===== config.mk =====
export PLATFORM = sky130hd
export DESIGN_NAME = sync_tx
export DESIGN_NICKNAME = d
export VERILOG_FILES = /design/src/rtl/sync_tx.sv
export SDC_FILE = /design/constraint.sdc
export NUM_CORES = 1
export LEC_CHECK = 0
export ABC_AREA = 1
export BUFFER_PORTS_ARGS = -buffer_cell sky130_fd_sc_hd__buf_2
export CELL_PAD_IN_SITES_DETAIL_PLACEMENT = 1
export CELL_PAD_IN_SITES_GLOBAL_PLACEMENT = 2
export CORE_AREA = 10 10 64 105
export CTS_CLUSTER_DIAMETER = 100
export DETAILED_ROUTE_END_ITERATION = 8
export DIE_AREA = 0 0 74 115
export PLACE_DENSITY = 0.73
export SYNTH_ARGS = -nofsm -noshare
export SYNTH_HDL_FRONTEND = slang
export SYNTH_SLANG_ARGS = --single-unit

===== constraint.sdc =====
create_clock -name CLK -period 1.4 [get_ports CLK]
set_clock_uncertainty 0.05 [all_clocks]
set_input_delay 0.28 -clock CLK [delete_from_list [all_inputs] [get_ports CLK]]
set_output_delay 0.28 -clock CLK [all_outputs]
set_load 0.02 [all_outputs]

===== src/rtl/sync_tx.sv =====
// rtl/sync_tx.sv - sync field + NRZI/bit-stuffed payload transmitter with SE0 end-of-packet
module sync_tx #(
  parameter int DATA_W = 8
) (
  input  logic              CLK,
  input  logic              RST,
  input  logic              start,
  input  logic [DATA_W-1:0] data,
  input  logic              err_inj,
  output logic              k,
  output logic              j,
  output logic              tx_en,
  output logic              busy,
  output logic              done
);

  typedef enum logic [2:0] {IDLE, SYNC, DATA, STUFF, EOP} state_t;

  localparam logic [5:0] LAST_BIT = 6'(DATA_W - 1);

  state_t            state, state_d;
  logic [5:0]        cnt, cnt_d;
  logic [2:0]        ones, ones_d;
  logic [DATA_W-1:0] sh, sh_d;
  logic              err_q, err_d;
  logic              k_d, j_d, tx_en_d, done_d;
  logic              load_bit;

  // State and counters describe the symbol currently on the lines; every
  // output is computed one cycle ahead and registered.
  always_comb begin
    state_d  = state;
    cnt_d    = cnt;
    ones_d   = ones;
    sh_d     = sh;
    err_d    = err_q;
    k_d      = 1'b0;
    j_d      = 1'b0;
    tx_en_d  = 1'b0;
    done_d   = 1'b0;
    load_bit = 1'b0;

    case (state)
      IDLE: begin
        if (start) begin
          state_d = SYNC;
          cnt_d   = '0;
          ones_d  = '0;
          sh_d    = data;
          err_d   = err_inj;
          k_d     = 1'b1;
          tx_en_d = 1'b1;
        end
      end
      SYNC: begin
        tx_en_d = 1'b1;
        if (cnt == 6'd7) begin
          load_bit = 1'b1;
          cnt_d    = '0;
        end else begin
          cnt_d = cnt + 6'd1;
          if (cnt == 6'd6) begin
            k_d = ~err_q;
            j_d = err_q;
          end else begin
            k_d = cnt[0];
            j_d = ~cnt[0];
          end
        end
      end
      DATA: begin
        tx_en_d = 1'b1;
        if (ones == 3'd6) begin
          state_d = STUFF;
          j_d     = ~j;
          k_d     = j;
          ones_d  = '0;
        end else if (cnt == LAST_BIT) begin
          state_d = EOP;
          cnt_d   = '0;
        end else begin
          load_bit = 1'b1;
          cnt_d    = cnt + 6'd1;
        end
      end
      STUFF: begin
        tx_en_d = 1'b1;
        if (cnt == LAST_BIT) begin
          state_d = EOP;
          cnt_d   = '0;
        end else begin
          load_bit = 1'b1;
          cnt_d    = cnt + 6'd1;
        end
      end
      EOP: begin
        if (cnt == 6'd0) begin
          cnt_d   = 6'd1;
          tx_en_d = 1'b1;
        end else begin
          state_d = IDLE;
          cnt_d   = '0;
          done_d  = 1'b1;
        end
      end
      default: state_d = IDLE;
    endcase

    // NRZI reference is the level already on j, so corrupted sync carries over.
    if (load_bit) begin
      state_d = DATA;
      tx_en_d = 1'b1;
      j_d     = sh[0] ? j : ~j;
      k_d     = sh[0] ? k : ~k;
      ones_d  = sh[0] ? ones + 3'd1 : 3'd0;
      sh_d    = sh >> 1;
    end
  end

  always_ff @(posedge CLK or negedge RST) begin
    if (!RST) begin
      state <= IDLE;
      cnt   <= '0;
      ones  <= '0;
      sh    <= '0;
      err_q <= 1'b0;
      k     <= 1'b0;
      j     <= 1'b0;
      tx_en <= 1'b0;
      busy  <= 1'b0;
      done  <= 1'b0;
    end else begin
      state <= state_d;
      cnt   <= cnt_d;
      ones  <= ones_d;
      sh    <= sh_d;
      err_q <= err_d;
      k     <= k_d;
      j     <= j_d;
      tx_en <= tx_en_d;
      busy  <= (state_d != IDLE);
      done  <= done_d;
    end
  end

endmodule


== Yosys cells after proc, flatten, opt, wreduce, memory -nomap -nowiden ==
Cells that the tools add are included.

* Register bits after elaboration: 26

* Add/sub/neg operators: 2
* Equality and inequality tests: 12
* Mux-type cells: 41
* Bitwise gates (word level): 4
* Reductions and logical operators: 13

{| class="wikitable"
|+ Operators by type and width
! operator !! number
|-
| $mux W3 || 9
|-
| $mux W8 || 3
|-
| $pmux W6 S4 || 1
|-
| $mux W1 || 19
|-
| $mux W6 || 3
|-
| $pmux W3 S5 || 1
|-
| $eq A6 B3 Y1 const B || 2
|-
| $pmux W1 S3 || 3
|-
| $add A6 B1 Y6 const B || 1
|-
| $eq A3 B2 Y1 const B || 2
|-
| $eq A3 B3 Y1 const B || 2
|-
| $logic_not A6 Y1 || 1
|-
| $ne A2 B2 Y1 const B || 3
|-
| $ne A3 B3 Y1 const B || 2
|-
| $pmux W3 S2 || 1
|-
| $reduce_and A3 Y1 || 2
|-
| $reduce_bool A3 Y1 || 2
|-
| $not A1 Y1 || 4
|-
| $reduce_and A2 Y1 || 2
|-
| $reduce_bool A2 Y1 || 2
|-
| $reduce_bool A4 Y1 || 1
|-
| $add A3 B1 Y3 const B || 1
|-
| $eq A3 B1 Y1 const B || 1
|-
| $logic_not A3 Y1 || 1
|-
| other kinds (3) || 3
|}

== Depth between registers and ports, before layout ==
* Depth in word-level cells: 6
* Depth in mapped cells: 10
* Mapped depth without buffers: 10

== Worst setup path before layout ==
Ideal clock, no wire load.

* Path kind: reg2reg
* From: register ones[0]
* To: register cnt[3]
* Setup time: 0.119 ns
* Arrival time: 1.261 ns
* Path slack: -0.030 ns
* Cell stages (with the launch flop): 10
* Clock period less this slack: 1.430 ns
* Path through: dfrtp_1 inv_1 ha_1 nand2_1 inv_1 nand3_1 nand3b_4 inv_2 o21ai_0 o21a_1

* Word-level cells in the longest chain between the ends: 3

{| class="wikitable"
|+ Ends and longest elaborated chain
! item !! line !! source
|-
| start, declared || 23 || <nowiki>logic [2:0] ones, ones_d;</nowiki>
|-
| start signal, assigned || 135 || <nowiki>ones <= ones_d;</nowiki>
|-
| $eq A3 B3 Y1 || 73 || <nowiki>if (ones == 3'd6) begin</nowiki>
|-
| $ne A2 B2 Y1 (no line) || n/a ||
|-
| $reduce_and A3 Y1 (no line) || n/a ||
|-
| end signal, assigned || 134 || <nowiki>cnt <= cnt_d;</nowiki>
|-
| end, declared || 22 || <nowiki>logic [5:0] cnt, cnt_d;</nowiki>
|}

No other way between the ends.
A chain may end at the register's enable or synchronous reset.

== Worst setup path after layout ==
* From: register cnt[0]
* To: register j

* Word-level cells in the longest chain between the ends: 5
* Elaborated cells between the ends (all ways): 12
* Classes of those cells: eq/ne (3); mux (8); bitwise (1)

{| class="wikitable"
|+ Ends and longest elaborated chain
! item !! line !! source
|-
| $eq A6 B3 Y1, or another cell as far along || 57, 78, 88 ||
|-
| $mux W1, on equally long branches || 78, 88, 62 ||
|-
| $mux W1, on equally long branches || 73, 57 ||
|-
| $pmux W1 S3 or $pmux W1 S2 (tied branches) || 43 || <nowiki>case (state)</nowiki>
|-
| $ne A2 B2 Y1 (no line) or $mux W1 (tied branches) || n/a ||
|-
| end signal, assigned || 139 || <nowiki>j <= j_d;</nowiki>
|-
| end, declared || 11 || <nowiki>output logic j,</nowiki>
|}

Several ways; a longest one is shown, not always the timed one.

==> flow_metrics.tcl <==
set metrics [dict create \
    status "finished with violations" \
    violations "negative setup slack" \
    grt_pass1_vias 1758 \
    holdCritPathClass "input port to flip-flop" \
    synth_xor_area_frac 0.0184 \
    required_ps 1570 \
    vias 1479 \
    clkTransAtPathRegs_ps 100 \
    crit_end "j" \
    ys_seq_area_frac 0.455 \
    routed_wl_um 4930 \
    synth.area.top_cells "dfrtp_1, nand2_1, nand3_1, nor2_1, ha_1" \
    synth_top_area_frac 0.455 \
    gp_congestion 0.764 \
    die-area_mm2 0.00851 \
    synth_area_per_cell_um2 7.89 \
    grt_max_degree 27 \
    antenna_found_initial 0 \
    clockRootBuffer "clkbuf_8" \
    port-buffer-count 16 \
    drc_errors 0 \
    synth-edff-count 0 \
    yosysWarningCount 0 \
    final_max_slew_viol_count 0 \
    drive_gt1_frac 0.528 \
    h-tree-depth 1 \
    detail_route.vias_per_cell 4.93 \
    critPathTopFamily "simple AND/OR/NAND/NOR gates" \
    dp_hpwl_um 3530 \
    post-place-ws_ps -184 \
    drtPass1Iterations 6 \
    synthAdderAreaFrac 0.0438 \
    finish.utilization 0.469 \
    setup_violations 19 \
    syn_nets 198 \
    path_buf_inv 0 \
    die_y_um 115 \
    netlist_area_mm2 0.00143 \
    reg2reg_depth 7 \
    synth_flop_cell "dfrtp_1" \
    cts_tree "built" \
    worstSetupPathType "flip-flop to flip-flop" \
    dp_cells 281 \
    r2r-start "cnt[0]" \
    fp.dieW_um 74 \
    arrival_ps 1640 \
    synth_common_cells "nand2_1, dfrtp_1, nor2_1, nand3_1, inv_1" \
    ys_seq_elements 26 \
    cp_num_cells 7 \
    cpPeakStageDelay_ps 440 \
    drt_iter0_drc 31 \
    hold_viol 0 \
    drtAntennaViolNets 0 \
    rows 34 \
    fmax_mhz 678 \
    synth_most_common_cell "nand2_1" \
    crit_slowest_cell "dfrtp_1" \
    synthArstFlopShare 1.00 \
    startpoint "cnt[0]" \
    boundaryPins 17 \
    synth-compound-area-share 0.0727 \
    cp-start-kind "flip-flop" \
    worst_pin_slew_ps 251 \
    period_minus_slack_ps 1480 \
    synth_cell_type_count 24 \
    antenna_cells 0 \
    fin_cells 300 \
    critPathCaptureType "flip-flop" \
    grt_pass1_wl_um 7870 \
    timing.rr.end "j" \
    power_density_mw_per_mm2 2060 \
    wire_per_inst_um 16.4 \
    setup_ws_ps -75.4 \
    maxCapViolCount 0 \
    syn_inst 181 \
    worstPathCellList "ha_4 > nand3_4 > nor2_4 > nor2_2 > nor2_4 > o21ai_2 > a21oi_1" \
    cts.path.max_buffers 2 \
    fin_nets 264 \
    coreArea_mm2 0.00498 \
    synth_top_family_by_area "simple AND/OR/NAND/NOR gates" \
    gr-usage-all-layers 0.117 \
    p_total_mw 4.82 \
    grt_overflow_total 0 \
    crit_fanout 8 \
    cts_buffers 3 \
    ir_drop_mv 1.21 \
    crit_path_frequent_cell "nor2_4" \
    rsz0062_at_grt "yes" \
    p_leak_nw 1.21 \
    start_util 0.287 \
    clk_latency_ps 280 \
    rrSetupSlack_ps -80 \
    fin_setup_tns_ps -724 \
    yosys.area_share.simple 0.357 \
    period_share 1.05 \
    synth_top_cell_by_area "dfrtp_1" \
    area_growth_syn_to_layout_pct 63.3 \
    max-slew-margin-rel 0.833 \
    synthMuxAreaShare 0 \
    clock_sinks 26 \
]
metrics by stage:
stage               hold slack [ps]  cell area (µm²)
floorplan                     -65.6             1430
CTS                             133             2160
finish                          138             2330
global route                    139             2330
detailed placement              191             1820
global placement                189             1820
logic make-up (layout without fill, tap and decap cells):
logic type      after synthesis  count (layout)
simple gates                108             108
flops                        26              26
buf+inv                      20              85
compound gates               19              19
fa+ha+maj                     5               5
xor+xnor                      3               3
worst min-delay path: cells and delay by family:
kind	cells	cell delay, ps
simple gates	2	90
buf+inv	1	80
layout by cell type, fill, tap and decap left out, types with 2 or more instances in the layout:
| master | instances |
|---|---|
| xor2_1 | 3 |
| buf_4 | 37 |
| buf_6 | 6 |
| clkbuf_8 | 3 |
| buf_2 | 16 |
| nand3_2 | 4 |
| nor2_1 | 10 |
| inv_2 | 7 |
| o21ai_1 | 5 |
| nor2_4 | 9 |
| nand3_4 | 4 |
| a21oi_1 | 2 |
| nand2_4 | 6 |
| dfrtp_1 | 24 |
| o21ai_2 | 5 |
| ha_4 | 4 |
| nand4_1 | 2 |
| nand2_2 | 8 |
| inv_4 | 3 |
| inv_1 | 8 |
| dfrtp_2 | 2 |
| nor2_2 | 5 |
| nand2_1 | 44 |
| nand3_1 | 12 |
registers in the layout (all words and copies together) (netlist names):
name   cells
ones       3
done       1
state      3
cnt        6
sh         8
tx_en      1
busy       1
err_q      1
k          1
j          1
report_power, final:
| part | internal, mW | switching [mW] |
|---|---|---|
| logic | 1.33 | 1.67 |
| clock network | 0.383 | 0.268 |
| registers | 0.976 | 0.195 |
what timing repair did:
item                                   4_1_cts  5_1_grt
buffers inserted                             8        6
setup endpoints to repair                   24       24
pin swaps                                   19       21
endpoints found under the hold margin       26        0
gates resized for setup                     54       40
hold buffers                                 1        0
area by class of cell:
cell class,count,area (µm²)
timing repair buffer,61,455
tap,54,67.6
clock inverter,1,30.0
inverter,20,95.1
fill,588,2640
clock buffer,3,41.3
sequential,26,653
multi-input combinational,135,991
routing by layer:
layer / track usage / vias up / part of all wire
met5: 0 / - / 0
met4: 0.0387 / 0 / 0.017
met3: 0.0164 / 9 / 0.022
met2: 0.245 / 23 / 0.64
met1: 0.102 / 736 / 0.32
li1: - / 711 / -
worst min path at each step:
stage,startpoint,to,depth (start not counted)
3_3_place_gp,RST,cnt[2],2
2_1_floorplan,RST,busy,0
4_1_cts,err_inj,err_q,3
3_5_place_dp,RST,cnt[2],2
5_1_grt,err_inj,err_q,3
6_report,err_inj,err_q,3
Note: power is estimated with default switching activity, not from simulation.
